[src/rtl/if_fetch_ctrl.sv]
// Instruction-fetch sequencer: owns the PC, drives the instruction-memory
// address and buffers fetched words in an in-order queue toward decode.
module if_fetch_ctrl #(
  parameter logic [31:0] RESET_PC     = 32'h0000_0000,
  parameter int unsigned QDEPTH       = 2,
  parameter bit          WORD_ADDR    = 1'b1,
  parameter logic [31:0] EBREAK_INSTR = 32'h0010_0073
) (
  input  logic        clk,
  input  logic        rst,
  input  logic        run,
  input  logic        redirect_valid,
  input  logic [31:0] redirect_pc,
  output logic [31:0] imem_addr,
  input  logic [31:0] imem_instr,
  output logic        out_valid,
  input  logic        out_ready,
  output logic [31:0] out_instr,
  output logic [31:0] out_pc,
  output logic        halted,
  output logic [31:0] fetch_count
);

  localparam int unsigned PW = $clog2(QDEPTH);
  localparam logic [PW:0] CNT_FULL = (PW+1)'(QDEPTH);

  typedef enum logic [1:0] {IDLE, RUN, HALT} state_t;

  state_t        state, state_nxt;
  logic [31:0]   pc;
  logic [31:0]   q_instr [QDEPTH];
  logic [31:0]   q_pc    [QDEPTH];
  logic [PW-1:0] rd_ptr, wr_ptr;
  logic [PW:0]   count;
  logic          push, pop;

  // Redirect suppresses both push and pop; it only flushes and retargets.
  always_comb begin
    state_nxt = state;
    push      = 1'b0;
    pop       = (count != '0) && out_ready && !redirect_valid;
    if (redirect_valid) begin
      state_nxt = run ? RUN : IDLE;
    end else begin
      case (state)
        IDLE: if (run) state_nxt = RUN;
        RUN: begin
          if (!run) begin
            state_nxt = IDLE;
          end else begin
            push = (count < CNT_FULL) || pop;
            if (push && (imem_instr == EBREAK_INSTR)) state_nxt = HALT;
          end
        end
        HALT:    state_nxt = HALT;
        default: state_nxt = IDLE;
      endcase
    end
  end

  always_ff @(posedge clk) begin
    if (rst) state <= IDLE;
    else     state <= state_nxt;
  end

  always_ff @(posedge clk) begin
    if (rst) begin
      pc          <= RESET_PC;
      rd_ptr      <= '0;
      wr_ptr      <= '0;
      count       <= '0;
      fetch_count <= '0;
      for (int unsigned i = 0; i < QDEPTH; i++) begin
        q_instr[i] <= '0;
        q_pc[i]    <= '0;
      end
    end else if (redirect_valid) begin
      pc     <= {redirect_pc[31:2], 2'b00};
      rd_ptr <= '0;
      wr_ptr <= '0;
      count  <= '0;
    end else begin
      if (push) begin
        q_instr[wr_ptr] <= imem_instr;
        q_pc[wr_ptr]    <= pc;
        wr_ptr          <= wr_ptr + 1'b1;
        pc              <= pc + 32'd4;
        fetch_count     <= fetch_count + 32'd1;
      end
      if (pop) rd_ptr <= rd_ptr + 1'b1;
      case ({push, pop})
        2'b10:   count <= count + 1'b1;
        2'b01:   count <= count - 1'b1;
        default: count <= count;
      endcase
    end
  end

  assign imem_addr = WORD_ADDR ? {2'b00, pc[31:2]} : pc;
  assign out_valid = (count != '0);
  assign out_instr = q_instr[rd_ptr];
  assign out_pc    = q_pc[rd_ptr];
  assign halted    = (state == HALT) && (count == '0);

endmodule

[config.mk]
export PLATFORM = sky130hd
export DESIGN_NAME = if_fetch_ctrl
export DESIGN_NICKNAME = d
export VERILOG_FILES = /design/src/rtl/if_fetch_ctrl.sv
export SDC_FILE = /design/constraint.sdc
export NUM_CORES = 1
export LEC_CHECK = 0
export ABC_CLOCK_PERIOD_IN_PS = 8600
export CORE_ASPECT_RATIO = 1.25
export CORE_MARGIN = 8
export CORE_UTILIZATION = 30
export DETAILED_ROUTE_END_ITERATION = 8
export SYNTH_ARGS = -nofsm -noshare
export SYNTH_HDL_FRONTEND = slang
export SYNTH_SLANG_ARGS = --single-unit
[constraint.sdc]
create_clock -name clk -period 8.6 [get_ports clk]
set_input_delay 0.86 -clock clk [delete_from_list [all_inputs] [get_ports clk]]
set_output_delay 0.86 -clock clk [all_outputs]
set_load 0.05 [all_outputs]
==> qor.txt, run 1 <==
Die H: 211 um
setup_tns: 0 ns
Final setup viols: 0
Worst EP required: 8.90 ns
CTS buffer count: 17
share of the synthesized area in the top cell type: 41.0%
RSZ-0062 raised after global routing: no
FF-to-FF setup slack: 5.38 ns
Clock Tree Buf Depth: 2
gr ovfl total: 0
WL met1: 10200 um
PostCTS Resize Cnt: 0
Starting Density: 30.4%
CP max stage cell: or3_1
port bufs: 192
Ys Warns: 0
Final ANT Viol Nets: 0
CTS tree: built
post-synthesis cell area: 9090 um2
Post-synth EDFFs: 124
CP max FO: 37
Critical Path AT: 4.04 ns
Hold WC Path Type: register to register
start point of the critical path: redirect_valid
sequential share of the synthesized area: 56.2%
period utilization: 43.5%
CTS clk-pin slew, worst paths: 0.08 ns
post-cts hold buffer count: 0
row cnt: 71
Power per Cell Area: 176 nW/um2
Routed WL: 24900 um
cells after synthesis: 783
Seq cells post-synth: 193
crit path kind: input port to register
Clock Tree Root: clkbuf_16
dominant cell by count in the synthesized netlist: edfxtp_1
leak pwr: 4.08 nW
Post-CTS Setup Repair Bufs: 0
Synth area leaders: edfxtp_1, dfxtp_1, and2_1
hpwl dp: 17400 um
Top Layer Used: met5
area of the core: 29900 um2
met3 routed WL: 1720 um
met2 wire len: 12500 um
drt drc: 0
Die X: 172 um
final hold violations: 0
die area: 36200 um2
end point of the critical path: q_instr[1][25]$_SDFFCE_PN0P_
max-slew violations: 0
num ports: 199
pin count of the biggest net entering global routing: 67
Post-synth top cells: edfxtp_1, and2_1, dfxtp_1, mux2_2, nor2_1
crit path capture type: register
skew final: 0.0181 ns
critical path launch point type: input port
Syn-to-layout area delta: 31.0%
clk_lat worst skew: 0.44 ns
share of layout cells above drive strength 1: 12.6%
H-tree depth: 4
CP max stage delay: 0.75 ns
maxcap violations: 0
clock period minus worst slack: 3.74 ns
GRT Util Overall: 13.7%
clk sinks: 193
Pre-antenna DRT Iters: 4
nets@finish: 1026
outcome: complete, no violations
Worst R2R End: q_instr[1][25]$_SDFFCE_PN0P_
Slew @ Worst Pin: 0.999 ns
vias per inst: 4.73
Reg2Reg Depth: 5
Async SR Flop Fraction: 0%
hold slack: 0.488 ns
cells along the critical path: clkdlybuf4s50_1 > buf_4 > or2_0 > or3_1 > nor2_4 > buf_4 > and2_1
Max Fclk: 267 MHz
count of different cell masters after synthesis: 58
top_reg_cell synth: edfxtp_1
first-pass GRT wire length: 37900 um
reg-to-reg startpoint: state[0]$_SDFFE_PP0P_
Routed wire per std cell: 18.2 um
Final GP Congestion: 0.773
Slew headroom: 33.4%
Peak supply drop: 0.111 mV
total number of vias: 6484
Synth Area per Inst: 11.6 um2
CP most frequent cell: buf_4
Total Power: 0.00210 W
HP Start: fetch_count[31]$_SDFFE_PP0P_
initial antenna violation count: 2
dominant cell type by area after synthesis: edfxtp_1
initial DRC count: 276
vias in the first global route: 6516
per-stage QoR:
stage | worst slack, ns | utilization [%] | std cells | area, um2
3_5_place_dp | 4.36 | 37.7 | 1336 | 11300
2_1_floorplan | 5.10 | - | 786 | 9100
3_3_place_gp | 4.34 | 37.7 | 1336 | 11300
4_1_cts | 4.83 | 39.7 | 1368 | 11900
5_1_grt | 4.64 | 39.7 | 1369 | 11900
6_report | 4.86 | 39.8 | 1370 | 11900
cell families after synthesis:
group                      share of synthesized area (%)
AOI/OAI and AO/OA                                   4.42
buffers and inverters                               3.61
DFF                                                 56.2
adders and majority gates                          0.413
other                                             0.0413
xor gates and xnor gates                            5.78
muxes                                               7.92
and+or+nand+nor                                     21.6
layout make-up:
cell class	instances	area [um2]
Fill cell	2916	18000
Clock buffer	17	425
Inverter	11	41.3
Sequential cell	193	5110
Clock inverter	15	171
Multi-Input combinational cell	532	3680
Tap cell	401	502
Antenna cell	2	5.00
Timing Repair Buffer	199	1970
routing by layer:
metal | up-vias | track usage (%)
li1 | 3132 | -
met1 | 3170 | 15.8
met2 | 153 | 23.3
met3 | 27 | 4.30
met4 | 2 | 5.23
met5 | - | 0
cell usage in the layout (no fill, tap or decap), drive strengths merged, types with 3 or more instances in the layout:
cell and instances:
buf 8, xnor2 31, xor2 29, nor4 19, nor3b 16, edfxtp 124, ha 3, conb 4
inv 18, nand2b 4, nand3 18, a21oi 22, nand4 23, or2 4, a21o 3, clkinv 5
and2 117, nor3 19, nand2 29, and3 7, clkdlybuf4s50 191, mux2 63, clkbuf 17, or3 3
dfxtp 69, a211oi 15, o21ai 3, and4 10, o22ai 13, nor2 59
flip-flops by register name, indices dropped and copies added, names as in the netlist, named ones only:
register,cells
state,2
pc,30
rd_ptr,1
q_instr,64
count,2
q_pc,60
wr_ptr,1
fetch_count,32
how the worst min path moves through the flow:
stage | end | slack, ns | cells past startpoint
floorplan | register | 0.47 | 2
global placement | fetch_count[31]$_SDFFE_PP0P_ | 0.47 | 2
detailed placement | fetch_count[31]$_SDFFE_PP0P_ | 0.48 | 2
CTS | fetch_count[31]$_SDFFE_PP0P_ | 0.49 | 2
global route | fetch_count[31]$_SDFFE_PP0P_ | 0.53 | 2
finish | fetch_count[31]$_SDFFE_PP0P_ | 0.49 | 2
power by group:
group / total, W / switching [W] / internal (W) / leakage [nW]
registers: 0.00104 / 0.0000252 / 0.00102 / 1.85
logic: 0.000247 / 0.000154 / 0.0000925 / 1.94
clock network: 0.000807 / 0.000369 / 0.000438 / 0.291
total: 0.00210 / 0.000548 / 0.00155 / 4.08
worst max-delay path, delay by kind of cell:
family | cells | cell delay, ns
simple gates | 4 | 2.07
buf+inv | 3 | 1.07
Power figures use the tool's default switching activity.
==> run 2: changes to the inputs <==
ABC_CLOCK_PERIOD_IN_PS = 3250   (was 8600)
clock period = 3.25 ns   (was 8.6 ns; I/O delays follow)
==> qor.txt, run 2 (synthesis gave the netlist of run 1 again) <==
setup_tns: 0 ns (unchanged)
clock period minus worst slack: 2.78 ns
Final setup viols: 0 (unchanged)
Final Core Density: 40.2% (was 39.8%)
placed cells: 1351 (was 1336)
area of the core: 29900 um2 (unchanged)
Starting Density: 30.4% (unchanged)
max-slew violations: 0 (unchanged)
CTS clk-pin slew, worst paths: 0.07 ns (was 0.08 ns)
Fillers: 2889 (was 2916)
final std cells w/o fill: 1383 (was 1370)
outcome: complete, no violations (unchanged)
commonest non-fill, non-tap cell in the layout: clkdlybuf4s50_1 (unchanged)
pin count of the biggest net entering global routing: 66 (was 67)
initial DRC count: 252 (was 276)
Clock Tree Buf Depth: 2 (unchanged)
maxcap violations: 0 (unchanged)
Slew headroom: 40.4% (was 33.4%)
Top Registers: q_instr (64), q_pc (60), fetch_count (32) (unchanged)
Pre-antenna DRT Iters: 4 (unchanged)
skew final: 0.0178 ns (was 0.0181 ns)
crit path capture type: output port (was register)
nets@finish: 1041 (was 1026)
period utilization: 85.6%
CP max stage delay: 0.72 ns (was 0.75 ns)
Top reg by flops: q_instr (unchanged)
met3 routed WL: 1660 um (was 1720 um)
Top Layer Used: met5 (unchanged)
RSZ-0062 raised after global routing: no (unchanged)
Final ANT Viol Nets: 0 (unchanged)
total number of vias: 6507 (was 6484)
hold slack: 0.339 ns (was 0.488 ns)
die area: 36200 um2 (unchanged)
Largest register FFs: 64 (unchanged)
Die X: 172 um (unchanged)
Peak supply drop: 0.334 mV (was 0.111 mV)
Power per Cell Area: 461 nW/um2 (was 176 nW/um2)
row cnt: 71 (unchanged)
Hold Crit Depth: 4 (was 2)
GRT Util Overall: 13.8% (was 13.7%)
Hold WC Path Type: input port to register (was register to register)
Final GP Congestion: 0.814 (was 0.773)
Syn-to-layout area delta: 32.5% (was 31.0%)
leak pwr: 4.17 nW (was 4.08 nW)
Routed WL: 25200 um (was 24900 um)
Slew @ Worst Pin: 0.894 ns (was 0.999 ns)
met2 wire len: 12600 um (was 12500 um)
PostCTS Resize Cnt: 0 (unchanged)
num ports: 199 (unchanged)
H-tree depth: 4 (unchanged)
clk sinks: 193 (unchanged)
cells along the critical path: buf_4 > mux2_2 > clkdlybuf4s50_1 (was clkdlybuf4s50_1 > buf_4 > or2_0 > or3_1 > nor2_4 > buf_4 > and2_1)
Clock Tree Root: clkbuf_16 (unchanged)
# diodes: 0 (was 2)
Total Power: 0.00556 W (was 0.00210 W)
CP max FO: 25 (was 37)
Critical Path AT: 2.46 ns (was 4.04 ns)
hpwl dp: 17900 um (was 17400 um)
Post-CTS Setup Repair Bufs: 0 (unchanged)
vias in the first global route: 6579 (was 6516)
Routed wire per std cell: 18.2 um (about the same)
drt drc: 0 (unchanged)
gr ovfl total: 0 (unchanged)
WL met1: 10500 um (was 10200 um)
share of layout cells above drive strength 1: 14.2% (was 12.6%)
most frequent cells in the layout: clkdlybuf4s50_1, edfxtp_1, and2_1 (unchanged)
initial antenna violation count: 3 (was 2)
Die H: 211 um (unchanged)
first-pass GRT wire length: 38300 um (was 37900 um)
Multi-input gate area: 3680 um2 (unchanged)
critical path launch point type: register (was input port)
CTS tree: built (unchanged)
final hold violations: 0 (unchanged)
Worst EP required: 2.92 ns (was 8.90 ns)
Reg2Reg Depth: 5 (unchanged)
register area: 5110 um2 (unchanged)
crit path kind: register to output port (was input port to register)
post-cts hold buffer count: 0 (unchanged)
CTS buffer count: 17 (unchanged)
port bufs: 192 (unchanged)
Max Fclk: 359 MHz
vias per inst: 4.70 (was 4.73)
CP max stage cell: clkdlybuf4s50_1 (was or3_1)
clk_lat worst skew: 0.44 ns (about the same)
## run 2: changes by cell type in the layout (fill, tap and decap cells not counted)
cell and change:
diode_2 -2, buf_12 +3, clkinvlp_4 -1, clkbuf_8 +4, inv_4 +1, clkinv_1 -2
inv_6 +2, clkinv_8 -1, inv_8 -2, buf_4 +12, bufinv_16 -1
## run 2: routing by layer
metal  vias up  track usage [%]
li1       3169                -
met1      3132             15.8
met2       178             23.9
met3        24             4.55
met4         4             4.27
met5         -                0
## run 2: area by class of cell
cell class / count / share of cell area (%)
timing repair buffer: 214 / 17.6
sequential: 193 / 42.4
tap: 401 / 4.17
clock inverter: 11 / 0.925
clock buffer: 21 / 3.99
inverter: 11 / 0.343
multi-input combinational: 532 / 30.5
## run 2: critical path, delay by kind of cell (launching register included)
kind	cells	cell delay (ns)
multiplexers	1	0.38
flip-flops	1	0.60
buffers and inverters	2	1.02
## run 2: path summary, 6_finish.rpt
| kind | start | slack, ns | to |
|---|---|---|---|
| hold reg to reg | fetch_count[31]$_SDFFE_PP0P_ | 0.49 | fetch_count[31]$_SDFFE_PP0P_ |
| setup / recovery | register | 0.47 | out_pc[9] |
| hold / removal | rst | 0.34 | wr_ptr$_SDFFE_PP0P_ |
| setup reg to reg | fetch_count[5]$_SDFFE_PP0P_ | 0.92 | fetch_count[28]$_SDFFE_PP0P_ |
## run 2: where the power goes
group | leakage (nW) | internal (W) | switching (W)
clock | 0.297 | 0.00116 | 0.000972
combinational | 2.02 | 0.000256 | 0.000416
sequential | 1.85 | 0.00269 | 0.0000644
total | 4.17 | 0.00410 | 0.00145
## run 2: through the flow
step | cell area (um2) | setup slack (ns)
after floorplan | 9100 | 0.219
after global placement | 11400 | 0.589
after detailed placement | 11400 | 0.564
after CTS | 12000 | 0.384
after global routing | 12000 | 0.367
final | 12000 | 0.468
==> run 3: changes to the inputs <==
GPL_TIMING_DRIVEN = 0   (was unset)
==> qor.txt, run 3 (synthesis gave the netlist of run 1 again) <==
Worst Path Buf+Inv: 2 (unchanged)
Final setup viols: 0 (unchanged)
Clock Tree Buf Depth: 2 (unchanged)
Final GP Congestion: 0.804 (was 0.814)
pin count of the biggest net entering global routing: 63 (was 66)
placed cell area: 11500 um2 (was 11400 um2)
Pint: 0.00402 W (was 0.00410 W)
Finished Cell Area: 12100 um2 (was 12000 um2)
CP max stage cell: a21o_4 (was clkdlybuf4s50_1)
cells along the critical path: nand3b_1 > clkbuf_8 > nor3_1 > clkbuf_1 > a21o_4 (was buf_4 > mux2_2 > clkdlybuf4s50_1)
Critical Path AT: 2.99 ns (was 2.46 ns)
most frequent cells in the layout: clkdlybuf4s50_1, edfxtp_1, and2_1 (unchanged)
Hold WC Path Type: input port to register (unchanged)
RSZ-0062 raised after global routing: no (unchanged)
sw power: 0.00148 W (was 0.00145 W)
crit path capture type: register (was output port)
vias in the first global route: 6825 (was 6579)
Worst EP required: 3.30 ns (was 2.92 ns)
Fillers: 2920 (was 2889)
Post-CTS Setup Repair Bufs: 0 (unchanged)
Largest register FFs: 64 (unchanged)
commonest non-fill, non-tap cell in the layout: clkdlybuf4s50_1 (unchanged)
initial DRC count: 358 (was 252)
Routed WL: 27000 um (was 25200 um)
CP max FO: 62 (was 25)
register area: 5100 um2 (was 5110 um2)
# diodes: 0 (unchanged)
Pre-antenna DRT Iters: 5 (was 4)
port bufs: 191 (was 192)
nets@finish: 1067 (was 1041)
initial antenna violation count: 1 (was 3)
Die X: 172 um (unchanged)
Multi-input gate area: 3680 um2 (about the same)
H-tree depth: 4 (unchanged)
Syn-to-layout area delta: 33.0% (was 32.5%)
final hold violations: 0 (unchanged)
skew final: 0.0180 ns (was 0.0178 ns)
clk sinks: 193 (unchanged)
post-cts hold buffer count: 0 (unchanged)
Slew headroom: 34.8% (was 40.4%)
GRT Util Overall: 14.9% (was 13.8%)
outcome: complete, no violations (unchanged)
final std cells w/o fill: 1409 (was 1383)
placed cells: 1378 (was 1351)
switch share: 26.9% (was 26.1%)
Comb pwr share: 12.4% (was 12.1%)
num ports: 199 (unchanged)
Top reg by flops: q_instr (unchanged)
die area: 36200 um2 (unchanged)
leak pwr: 4.18 nW (was 4.17 nW)
Power per Cell Area: 455 nW/um2 (was 461 nW/um2)
critical path launch point type: register (unchanged)
vias per inst: 4.70 (about the same)
clock power share: 37.5% (was 38.4%)
CTS tree: built (unchanged)
Clock Tree Root: clkbuf_16 (unchanged)
Final ANT Viol Nets: 0 (unchanged)
total number of vias: 6619 (was 6507)
CTS clk-pin slew, worst paths: 0.08 ns (was 0.07 ns)
row cnt: 71 (unchanged)
CP top delay family: buffers and inverters (unchanged)
clk_lat worst skew: 0.44 ns (about the same)
hpwl dp: 19700 um (was 17900 um)
crit path kind: register to register (was register to output port)
max-slew violations: 0 (unchanged)
Seq pwr share: 50.1% (was 49.5%)
Max Fclk: 340 MHz (was 359 MHz)
share of layout cells above drive strength 1: 13.5% (was 14.2%)
drt drc: 0 (unchanged)
first-pass GRT wire length: 40700 um (was 38300 um)
Slew @ Worst Pin: 0.969 ns (was 0.894 ns)
Top Registers: q_instr (64), q_pc (60), fetch_count (32) (unchanged)
Routed wire per std cell: 19.2 um (was 18.2 um)
clock period minus worst slack: 2.94 ns (was 2.78 ns)
Total Power: 0.00550 W (was 0.00556 W)
area of the core: 29900 um2 (unchanged)
CP max stage delay: 0.76 ns (was 0.72 ns)
Peak supply drop: 0.334 mV (about the same)
gr ovfl total: 0 (unchanged)
Starting Density: 30.4% (unchanged)
maxcap violations: 0 (unchanged)
Die H: 211 um (unchanged)
period utilization: 90.5% (was 85.6%)
CTS buffer count: 17 (unchanged)
## run 3: changes by cell type in the layout (fill, tap and decap cells not counted), moves of 3 or more
cell	delta
clkbuf_1	+25
buf_4	-11
buf_2	+7
buf_12	-3
clkbuf_2	+3
clkinvlp_4	+3
inv_6	-3
## run 3: per-stage QoR
stage / hold slack (ns) / setup WS, ns / utilization [%] / TNS [ns]
after global placement: 0.485 / -1.53 / 38.5 / -188.21
after CTS: 0.418 / 0.00980 / 40.4 / 0
after detailed placement: 0.483 / -0.112 / 38.5 / -12.83
after global routing: 0.466 / 0.0942 / 40.4 / 0
final: 0.430 / 0.310 / 40.4 / 0
after floorplan: 0.470 / 0.219 / - / 0
## run 3: power by group through the flow
stage	registers (W)	logic (W)	clock network (W)
finish	0.00275	0.000681	0.00207
global route	0.00277	0.000718	0.00221
CTS	0.00276	0.000691	0.00211
detailed placement	0.00281	0.000689	0
global placement	0.00281	0.000685	0
floorplan	0.00287	0.000322	0
## run 3: final timing paths
check / endpoint / slack [ns] / depth (start not counted) / startpoint
worst max-delay path: q_pc[0][7]$_SDFFCE_PN0P_ / 0.31 / 5 / state[1]$_SDFFE_PP0P_
worst min-delay path: pc[10]$_SDFFE_PP0P_ / 0.43 / 4 / redirect_valid
worst max register to register: q_pc[0][7]$_SDFFCE_PN0P_ / 0.31 / 5 / state[1]$_SDFFE_PP0P_
worst min register to register: fetch_count[31]$_SDFFE_PP0P_ / 0.50 / 2 / fetch_count[31]$_SDFFE_PP0P_
## run 3: repair_timing
item / CTS / global route
resized for setup: 5 / 2
setup endpoints to repair: 50 / 11
pin swaps: 0 / 0
## run 3: metal layers
| metal | wire length [um] | track usage [%] | vias up |
|---|---|---|---|
| met3 | 1780 | 4.32 | 28 |
| met4 | 540 | 4.99 | 2 |
| met1 | 11200 | 17.3 | 3198 |
| li1 | - | - | 3223 |
| met5 | 13 | 0 | - |
| met2 | 13500 | 25.8 | 168 |
## run 3: worst reg2reg max path, cell delays in order, from the launching register on
cell and delay [ns]:
dfxtp_1 0.34, nand3b_1 0.32, clkbuf_8 0.27, nor3_1 0.22
clkbuf_1 0.53, a21o_4 0.76
## run 3: cell type report
| cell class | instances | area share (%) |
|---|---|---|
| repair buffers | 191 | 15.8 |
| multi-input cells | 532 | 30.4 |
| well taps | 401 | 4.15 |
| inverters | 11 | 0.342 |
| plain buffers | 49 | 2.40 |
| clock inverters | 13 | 1.05 |
| clock buffers | 19 | 3.58 |
| flip-flops and latches | 193 | 42.2 |
